$ cat src/rtl/seq_detector_prog_if.sv
// rtl/seq_detector_prog_if.sv - stream, config and display signals of the programmable sequence detector
interface seq_detector_prog_if #(
  parameter int LEN_W = 4,
  parameter int CNT_W = 4
);
  logic             ena;
  logic             din;
  logic             din_valid;
  logic             cfg_load;
  logic             cfg_bit;
  logic [LEN_W-1:0] cfg_len;
  logic             overlap;
  logic             clr_cnt;
  logic             hit;
  logic [CNT_W-1:0] hit_cnt;
  logic [7:0]       seg;

  modport master (
    output ena, din, din_valid, cfg_load, cfg_bit, cfg_len, overlap, clr_cnt,
    input  hit, hit_cnt, seg
  );

  modport slave (
    input  ena, din, din_valid, cfg_load, cfg_bit, cfg_len, overlap, clr_cnt,
    output hit, hit_cnt, seg
  );
endinterface

$ cat src/rtl/seq_detector_prog.sv
// rtl/seq_detector_prog.sv - programmable serial sequence detector with saturating count and 7-seg display
module seq_detector_prog #(
  parameter int                 MAX_LEN = 8,
  parameter int                 LEN_W   = 4,
  parameter int                 CNT_W   = 4,
  parameter int                 RST_LEN = 3,
  parameter logic [MAX_LEN-1:0] RST_PAT = 8'b00000100
) (
  input logic                clk,
  input logic                rst_n,
  seq_detector_prog_if.slave bus
);

  localparam logic [LEN_W-1:0] MAX_LE  = LEN_W'(MAX_LEN);
  localparam logic [LEN_W-1:0] RST_LE  = LEN_W'(RST_LEN);
  localparam logic [CNT_W-1:0] CNT_MAX = '1;

  logic [MAX_LEN-1:0] pat_q, pat_d;
  logic [MAX_LEN-1:0] hist_q, hist_d;
  logic [LEN_W-1:0]   fill_q, fill_d;
  logic               len_sel_q, len_sel_d;
  logic               hit_q, hit_d;
  logic [CNT_W-1:0]   cnt_q, cnt_d;
  logic [7:0]         seg_q, seg_d;

  logic [LEN_W-1:0]   le;
  logic [MAX_LEN-1:0] le_mask;
  logic [MAX_LEN-1:0] hist_shift;
  logic [LEN_W-1:0]   fill_inc;
  logic               match;
  logic [3:0]         cnt_nib;

  function automatic logic [6:0] hex_glyph(input logic [3:0] v);
    case (v)
      4'h0: hex_glyph = 7'h3F;
      4'h1: hex_glyph = 7'h06;
      4'h2: hex_glyph = 7'h5B;
      4'h3: hex_glyph = 7'h4F;
      4'h4: hex_glyph = 7'h66;
      4'h5: hex_glyph = 7'h6D;
      4'h6: hex_glyph = 7'h7D;
      4'h7: hex_glyph = 7'h07;
      4'h8: hex_glyph = 7'h7F;
      4'h9: hex_glyph = 7'h6F;
      4'hA: hex_glyph = 7'h77;
      4'hB: hex_glyph = 7'h7C;
      4'hC: hex_glyph = 7'h39;
      4'hD: hex_glyph = 7'h5E;
      4'hE: hex_glyph = 7'h79;
      default: hex_glyph = 7'h71;
    endcase
  endfunction

  // Display shows the low nibble of the count; narrow counters are zero-extended.
  if (CNT_W >= 4) begin : g_nib_wide
    assign cnt_nib = cnt_d[3:0];
  end else begin : g_nib_narrow
    assign cnt_nib = {{(4-CNT_W){1'b0}}, cnt_d};
  end

  // Next state: config shift, history shift, match on post-shift history, counter and display.
  always_comb begin
    pat_d     = pat_q;
    hist_d    = hist_q;
    fill_d    = fill_q;
    len_sel_d = len_sel_q;
    hit_d     = 1'b0;
    cnt_d     = cnt_q;
    match     = 1'b0;

    // Reset length applies until software first programs a pattern.
    if (len_sel_q) le = (bus.cfg_len > MAX_LE) ? MAX_LE : bus.cfg_len;
    else           le = RST_LE;

    for (int i = 0; i < MAX_LEN; i++) le_mask[i] = (LEN_W'(i) < le);

    hist_shift = {hist_q[MAX_LEN-2:0], bus.din};
    fill_inc   = (fill_q >= MAX_LE) ? MAX_LE : fill_q + 1'b1;

    if (bus.cfg_load) begin
      pat_d     = {pat_q[MAX_LEN-2:0], bus.cfg_bit};
      hist_d    = '0;
      fill_d    = '0;
      len_sel_d = 1'b1;
    end else if (bus.din_valid) begin
      hist_d = hist_shift;
      fill_d = fill_inc;
      match  = (le != '0) && (fill_inc >= le) &&
               (((hist_shift ^ pat_q) & le_mask) == '0);
      if (match) begin
        hit_d = 1'b1;
        // Without overlap the completing bit must not seed the next match.
        if (!bus.overlap) fill_d = '0;
      end
    end

    if (bus.clr_cnt)                   cnt_d = '0;
    else if (match && cnt_q != CNT_MAX) cnt_d = cnt_q + 1'b1;

    seg_d = {hit_d, hex_glyph(cnt_nib)};
  end

  // State registers; with ena low everything holds except the hit pulse and its decimal point.
  always_ff @(posedge clk or negedge rst_n) begin
    if (!rst_n) begin
      pat_q     <= RST_PAT;
      hist_q    <= '0;
      fill_q    <= '0;
      len_sel_q <= 1'b0;
      hit_q     <= 1'b0;
      cnt_q     <= '0;
      seg_q     <= 8'h3F;
    end else if (bus.ena) begin
      pat_q     <= pat_d;
      hist_q    <= hist_d;
      fill_q    <= fill_d;
      len_sel_q <= len_sel_d;
      hit_q     <= hit_d;
      cnt_q     <= cnt_d;
      seg_q     <= seg_d;
    end else begin
      hit_q    <= 1'b0;
      seg_q[7] <= 1'b0;
    end
  end

  assign bus.hit     = hit_q;
  assign bus.hit_cnt = cnt_q;
  assign bus.seg     = seg_q;

endmodule

$ cat src/flat_wrapper.sv
// flat-port wrapper written by rule: the top's interface ports become plain ports
module seq_detector_prog_flat 
#(
  parameter int                 MAX_LEN = 8,
  parameter int                 LEN_W   = 4,
  parameter int                 CNT_W   = 4,
  parameter int                 RST_LEN = 3,
  parameter logic [MAX_LEN-1:0] RST_PAT = 8'b00000100
)
  (clk, rst_n, bus_ena, bus_din, bus_din_valid, bus_cfg_load, bus_cfg_bit, bus_cfg_len, bus_overlap, bus_clr_cnt, bus_hit, bus_hit_cnt, bus_seg);
  seq_detector_prog_if #(.LEN_W(LEN_W), .CNT_W(CNT_W)) bus_i ();
  input logic clk;
  input logic rst_n;
  input wire logic [$bits(bus_i.ena)-1:0] bus_ena;
  input wire logic [$bits(bus_i.din)-1:0] bus_din;
  input wire logic [$bits(bus_i.din_valid)-1:0] bus_din_valid;
  input wire logic [$bits(bus_i.cfg_load)-1:0] bus_cfg_load;
  input wire logic [$bits(bus_i.cfg_bit)-1:0] bus_cfg_bit;
  input wire logic [$bits(bus_i.cfg_len)-1:0] bus_cfg_len;
  input wire logic [$bits(bus_i.overlap)-1:0] bus_overlap;
  input wire logic [$bits(bus_i.clr_cnt)-1:0] bus_clr_cnt;
  output wire logic [$bits(bus_i.hit)-1:0] bus_hit;
  output wire logic [$bits(bus_i.hit_cnt)-1:0] bus_hit_cnt;
  output wire logic [$bits(bus_i.seg)-1:0] bus_seg;
  assign bus_i.ena = bus_ena;
  assign bus_i.din = bus_din;
  assign bus_i.din_valid = bus_din_valid;
  assign bus_i.cfg_load = bus_cfg_load;
  assign bus_i.cfg_bit = bus_cfg_bit;
  assign bus_i.cfg_len = bus_cfg_len;
  assign bus_i.overlap = bus_overlap;
  assign bus_i.clr_cnt = bus_clr_cnt;
  assign bus_hit = bus_i.hit;
  assign bus_hit_cnt = bus_i.hit_cnt;
  assign bus_seg = bus_i.seg;
  seq_detector_prog #(.MAX_LEN(MAX_LEN), .LEN_W(LEN_W), .CNT_W(CNT_W), .RST_LEN(RST_LEN), .RST_PAT(RST_PAT)) u_core (.clk(clk), .rst_n(rst_n), .bus(bus_i));
endmodule
$ cat config.mk
export PLATFORM = sky130hd
export DESIGN_NAME = seq_detector_prog_flat
export DESIGN_NICKNAME = d
export VERILOG_FILES = /design/src/rtl/seq_detector_prog_if.sv /design/src/rtl/seq_detector_prog.sv /design/src/flat_wrapper.sv
export SDC_FILE = /design/constraint.sdc
export NUM_CORES = 1
export LEC_CHECK = 0
export ABC_AREA = 1
export BUFFER_PORTS_ARGS = -buffer_cell sky130_fd_sc_hd__buf_2
export CAP_MARGIN = 10
export CORE_ASPECT_RATIO = 1.2
export CORE_MARGIN = 5
export CORE_UTILIZATION = 55
export CTS_CLUSTER_DIAMETER = 30
export DETAILED_ROUTE_END_ITERATION = 6
export PLACE_DENSITY = 0.78
export SYNTH_ARGS = -nofsm -noshare
export SYNTH_HDL_FRONTEND = slang
export SYNTH_SLANG_ARGS = --single-unit
export TNS_END_PERCENT = 100
$ cat constraint.sdc
create_clock -name clk -period 3.95 [get_ports clk]
set_input_delay 0.79 -clock clk [delete_from_list [all_inputs] [get_ports clk]]
set_output_delay 0.79 -clock clk [all_outputs]
set_load 0.01 [all_outputs]
-- After elaboration in Yosys (flattened, before gate mapping)
Memory sizes are Yosys's and may differ from the RTL's. A register that Yosys moved wholly into a read port is not among the register bits.
Cells that the tools add are included.
Widths: inputs -> output; s select.
- word-level logic and storage cells: 49
- memories: 1
- memory bits (read-only): 112
- register bits after elaboration: 25
- $add $sub $neg: 2
- equal/unequal tests: 1
- magnitude comparators: 11
- bitwise logic cells: 2
- reductions and logical operators: 9
- mux-type cells: 17
- memory list (name ; words ; bits a word ; read ports ; clocked after Yosys merged registers in ; write ports ; line ; RTL):
    (no name shown) ; 16 ; 7 ; 1 ; 1 ; 0 ; seq_detector_prog.sv:34 ; case (v)
- operators with widths (cell ; number):
    $mux 4 ; 9
    $lt 3x4->1 const A ; 4
    $mux 7 ; 2
    $add 4x1->4 const B ; 2
    $and 8x8->8 ; 1
    $logic_not 8->1 ; 1
    $lt 1x4->1 const A ; 2
    $lt 2x4->1 const A ; 2
    $xor 8x8->8 ; 1
    $mux 1 ; 6
    $ge 4x4->1 ; 1
    $ge 4x4->1 const B ; 1
    $gt 4x4->1 const B ; 1
    $ne 4x4->1 const B ; 1
    $reduce_and 2->1 ; 2
    $reduce_bool 4->1 ; 1
    $logic_and 1x1->1 ; 3
    $reduce_bool 2->1 ; 1
    $logic_not 1->1 ; 1

-- Depth between registers and ports, before layout
- word-level depth: 12
- depth in mapped cells: 22
- mapped depth without buffers: 22

-- Worst setup path after synthesis
No wires, ideal clock.
- path type: input-to-reg
- from: input bus_cfg_len[2]
- to: register u_core.seg_q[5], in the netlist u_core.bus.seg[5]
- arrival: 3135 ps
- library setup time: 68 ps
- buffers on the path: 0
- slack: 747 ps
- data required time: 3882 ps
- stages on the path: 19
- cells stage by stage: nand2_2 nor2_2 inv_1 ha_1 nand2_1 inv_1 nand3_1 nand3_1 inv_1 nor2_1 nand4_2 o21ai_0 inv_1 ha_1 inv_1 nand4_1 nand2_1 nand2_1 a21oi_2
- cells in the longest elaborated chain, start to end: 12
- ends and longest elaborated chain (element ; line ; RTL):
    start: declaration ; flat_wrapper.sv:19 ; input wire logic [$bits(bus_i.cfg_len)-1:0] bus_cfg_len;
    $gt 4x4->1 ; seq_detector_prog.sv:72 ; if (len_sel_q) le = (bus.cfg_len > MAX_LE) ? MAX_LE : bus.cfg_len;
    $mux 4 * (2 in series) ; seq_detector_prog.sv:72 ;
    $lt 1x4->1 (tied with other cells) ; seq_detector_prog.sv:75 ; for (int i = 0; i < MAX_LEN; i++) le_mask[i] = (LEN_W'(i) < le);
    $and 8x8->8 ; seq_detector_prog.sv:89 ; (((hist_shift ^ pat_q) & le_mask) == '0);
    $logic_not 8->1 ; seq_detector_prog.sv:89 ;
    $logic_and 1x1->1 * ; seq_detector_prog.sv:88 ; match = (le != '0) && (fill_inc >= le) &&
    $mux 1 * ; seq_detector_prog.sv:85 ; end else if (bus.din_valid) begin
    $mux 1 * ; seq_detector_prog.sv:80 ; if (bus.cfg_load) begin
    $logic_and 1x1->1 * ; seq_detector_prog.sv:98 ; else if (match && cnt_q != CNT_MAX) cnt_d = cnt_q + 1'b1;
    $mux 4 * ; seq_detector_prog.sv:98 ;
    $mux 4 * ; seq_detector_prog.sv:97 ; if (bus.clr_cnt) cnt_d = '0;
    named net u_core.cnt_d[1] ; seq_detector_prog.sv:23 ; logic [CNT_W-1:0] cnt_q, cnt_d;
    end: declaration ; seq_detector_prog.sv:24 ; logic [7:0] seg_q, seg_d;
Mark *: on every way through the listed nets, which the timed path passes. The rest lies on a longest branch.
A chain may end at the register's enable or synchronous reset.

-- Worst setup path in the final report
- from: register u_core.fill_q[0]
- to: register u_core.seg_q[5], in the netlist u_core.bus.seg[5]
- cells in the longest elaborated chain, start to end: 10
- ends and longest elaborated chain (element ; line ; RTL):
    start: declaration ; seq_detector_prog.sv:20 ; logic [LEN_W-1:0] fill_q, fill_d;
    start signal: assignment ; seq_detector_prog.sv:116 ; fill_q <= fill_d;
    $add 4x1->4 / $ge 4x4->1 (equally long branches) ; seq_detector_prog.sv:78 ; fill_inc = (fill_q >= MAX_LE) ? MAX_LE : fill_q + 1'b1;
    $mux 4 * ; seq_detector_prog.sv:78 ;
    $ge 4x4->1 * ; seq_detector_prog.sv:88 ;
    $logic_and 1x1->1 * (2 in series) ; seq_detector_prog.sv:88 ;
    $mux 1 * ; seq_detector_prog.sv:85 ;
    $mux 1 * ; seq_detector_prog.sv:80 ;
    $logic_and 1x1->1 * ; seq_detector_prog.sv:98 ;
    $mux 4 * ; seq_detector_prog.sv:98 ;
    $mux 4 * ; seq_detector_prog.sv:97 ;
    named net u_core.cnt_d[1] ; seq_detector_prog.sv:23 ;
Marked as above.

==> impl_summary.txt <==
----------------------------------------------------
[Floorplan]
  Floorplan Core Area ... 0.00360 mm^2
  Top-level port count ... 26
  Starting density of the core ... 56.8%
  Row Count ... 24
  Total Die Area ... 0.00504 mm^2
  Die outline width ... 65.7 um
  Die Span Y ... 76.8 um

[Critical path]
  Endpoint type of the worst setup path ... register
  Most common cell type on the critical path ... inv_1
  Delay of the slowest cell on the worst path ... 600 ps
  Worst-path cell chain ... inv_1 > ha_1 > nand2_1 > inv_1 > ha_1 > inv_1 > o21bai_1 > nand2_1 > nand3_1 > inv_1 > nor2_1 > nand4_2 > o21ai_0 > inv_1 > ha_1 > inv_1 > nand4_1 > nand2_1 > nand2_1 > a21oi_2
  Worst reg2reg path depth ... 20
  Reg-to-reg slack, setup ... 500 ps
  Nature of the critical path startpoint ... register
  Slowest stage cell, crit path ... o21ai_0
  Maximum fanout along the worst path ... 7
  Reg-to-Reg End ... u_core.bus.seg[5]
  Reg2reg start ... u_core.fill_q[0]
  WP data arrival ... 3660 ps
  End of the critical path ... u_core.bus.seg[5]
  Startpoint-to-endpoint class of the critical path ... reg2reg
  Endpoint required time on the critical path ... 4170 ps
  Worst setup path startpoint ... u_core.fill_q[0]

[Synth]
  Fraction of synthesized cell area in xor and xnor cells ... 3.43%
  Post-Syn Area per Cell ... 8.02 um^2
  Top cells by instance count after synthesis ... 65 x nand2_1, 40 x inv_1, 25 x dfrtp_1, 18 x nand3_1, 15 x nor2_1
  Portion of synthesized cell area occupied by the leading cell type ... 30.6%
  Count of state elements after synthesis ... 32
  Top area cells in the synthesized netlist ... dfrtp_1 31%, nand2_1 12%, dfstp_2 9.0%, ha_1 8.6%, inv_1 7.3%
  Number of nets produced by synthesis ... 282
  Synthesized instance count ... 255
  Synthesized-area fraction occupied by and/or/nand/nor cells ... 27.2%
  Yosys cell types ... 32
  Post-synthesis compound-gate area fraction ... 9.17%
  Number of warnings printed during yosys synthesis ... 0
  Proportion of register bits with asynchronous set or reset after synthesis ... 100%
  Adder-Cell Fraction of Synth Area ... 8.56%
  Commonest register cell after synthesis ... dfrtp_1
  Fraction of synthesized area in multiplexers ... 2.75%
  Share of synthesized area occupied by flip-flops and latches ... 39.6%
  Synth area leader ... dfrtp_1
  Post-synth EDFFs ... 0
  Library cell with the highest instance count after synthesis ... nand2_1
  Main combinational cell family by area after synthesis ... simple AND/OR/NAND/NOR gates
  Post-synthesis cell area ... 0.00205 mm^2

[STA]
  Post-route worst setup slack ... 505 ps
  Max-Slew Margin vs Limit ... 51.9%
  Hold violation count in the final report ... 0
  Final setup violation count ... 0
  Slew Limit Fails ... 0
  Worst Tran Pin Value ... 721 ps
  Post-route fraction of the period consumed by the critical path ... 87.2%
  Min Tclk post-route ... 3450 ps
  Worst Skew ... 7.11 ps
  Total negative setup slack ... 0 ps
  Achievable clock frequency ... 0.290 GHz
  Unrepaired setup endpoints after global routing ... no
  Min Hold Slack ... 469 ps

[Clock tree]
  Clock Root Buffer ... clkbuf_8
  Number of hold buffers added after cts ... 0
  Setup repair bufs after CTS ... 0
  TritonCTS clock tree ... built
  H-Tree Level Count ... 2
  Resized Gates After CTS ... 0
  Number of clock sinks ... 32
  Worst-path clk slew ... 70 ps
  Latest clock arrival within the worst-skew pair ... 280 ps
  Clock buffers created by TritonCTS ... 5
  Longest Clk Path Bufs ... 2

[Power and ir drop]
  Maximum VDD drop ... 303 uV
  Pwr Density ... 392 mW/mm^2
  Leakage power ... 1.22 nW
  Total design power ... 0.906 mW

[Drt]
  Number of detailed-routing iterations run before antenna repair ... 4
  Wire length per cell after detailed routing ... 13.2 um
  Number of nets with antenna violations after routing ... 0
  Vias per std cell ... 5.38
  Iter 0 DRT Violations ... 79
  Number of design rule violations left after detail routing ... 0
  DR vias ... 1728
  DRT Wirelength ... 4.24 mm

[Finish]
  Fraction of layout cells with a size suffix above 1 ... 22.7%
  Area grow syn2layout ... 12.8%
  Number of inserted diodes ... 0
  Final layout net count ... 308
  Fin cells ... 321

[Global routing]
  Largest net degree at the start of global routing ... 33
  Met3 usage in global routing ... 4.24%
  Antenna violations before repair ... 0
  GR Layer Usage met2 ... 31.8%
  GRT Max-Usage Layer ... met2
  Met1 routing resource usage after global routing ... 22.2%
  Via count of the first global-routing pass ... 1706
  First-pass GRT wire length ... 7.42 mm
  All-layer global routing usage ... 18.7%
  Gr ovfl total ... 0

[Place]
  DP Wirelength ... 3.27 mm
  Final weighted congestion of routability-driven global placement ... 0.925
  Count of input and output buffers ... 25
  Dpl cells ... 313
  Post-Place Worst Slack ... 259 ps

[Hold path]
  Worst hold path class ... reg2reg

[Job]
  Max-capacitance violation count ... 0

[Run status]
  Run status ... finished clean

----------------------------------------------------
==> flip-flops by register name, summed over array words and instances (netlist names) <==
name,cells
u_core.len_sel_q,1
u_core.fill_q,4
u_core.bus.seg,8
u_core.hist_q,7
u_core.pat_q,8
u_core.bus.hit_cnt,4
==> layout make-up <==
| type | instances | area (um^2) |
|---|---|---|
| clock buffers | 7 | 96.3 |
| clock inverters | 1 | 30.0 |
| fillers | 327 | 1290 |
| inverters | 41 | 154 |
| multi-input cells | 176 | 1040 |
| flip-flops and latches | 32 | 810 |
| well taps | 39 | 48.8 |
| repair buffers | 25 | 125 |
==> through the flow <==
| stage | utilization, % | cell area (um^2) |
|---|---|---|
| floorplan | - | 2050 |
| global placement | 60.6 | 2180 |
| detailed placement | 60.6 | 2180 |
| CTS | 64.1 | 2310 |
| global route | 64.1 | 2310 |
| finish | 64.1 | 2310 |
==> cells in the final DEF, fill, tap and decap left out, drive strengths merged <==
cell type  count
inv           41
nand3b         2
dfrtp         25
nand4          6
o32ai          3
o21ai          7
nor4           1
bufinv         1
ha            14
o41ai          1
buf           25
a21oi          8
dfstp          7
nor2          18
xnor2          2
nand2         72
o211ai         1
nand3         20
o21bai         1
or2            1
mux2           5
clkbuf         7
a22oi          1
xor2           6
o22ai          7
==> how the worst min path moves through the flow <==
stage,slack [ps],endpoint,from,cells past startpoint
2_1_floorplan,470,u_core.bus.seg[0],u_core.bus.seg[0],2
5_1_grt,490,u_core.bus.seg[0],u_core.bus.seg[0],2
4_1_cts,470,u_core.bus.seg[2],u_core.bus.seg[2],2
3_3_place_gp,460,u_core.bus.seg[2],u_core.bus.seg[2],2
3_5_place_dp,460,u_core.bus.seg[3],u_core.bus.seg[3],2
6_report,470,u_core.bus.seg[2],u_core.bus.seg[2],2
==> power breakdown <==
| group | internal [mW] | total, mW | switching (mW) | leakage (nW) |
|---|---|---|---|---|
| Combinational | 0.0683 | 0.165 | 0.0965 | 0.757 |
| Sequential | 0.369 | 0.397 | 0.0287 | 0.400 |
| Clock | 0.222 | 0.344 | 0.121 | 0.0645 |
| Total | 0.659 | 0.906 | 0.246 | 1.22 |
==> logic make-up after synthesis <==
| logic type | after synthesis |
|---|---|
| flops | 32 |
| compound gates | 29 |
| mux | 5 |
| simple gates | 120 |
| buf+inv | 47 |
| xor+xnor | 8 |
| fa+ha+maj | 14 |
==> layer usage <==
layer	wire length [um]	vias to the layer above	part of all wire (%)
met5	0	-	0
met4	64	0	1.5
met3	188	7	4.4
met2	2190	44	52
met1	1800	804	42
li1	-	873	-
==> critical path: cells and delay by family, from the launching register on <==
family,cells,cell delay [ps]
DFF,1,380
AOI/OAI and AO/OA,3,860
adders and majority gates,3,840
and+or+nand+nor,8,840
buffers and inverters,6,470
Power figures use the tool's default switching activity.
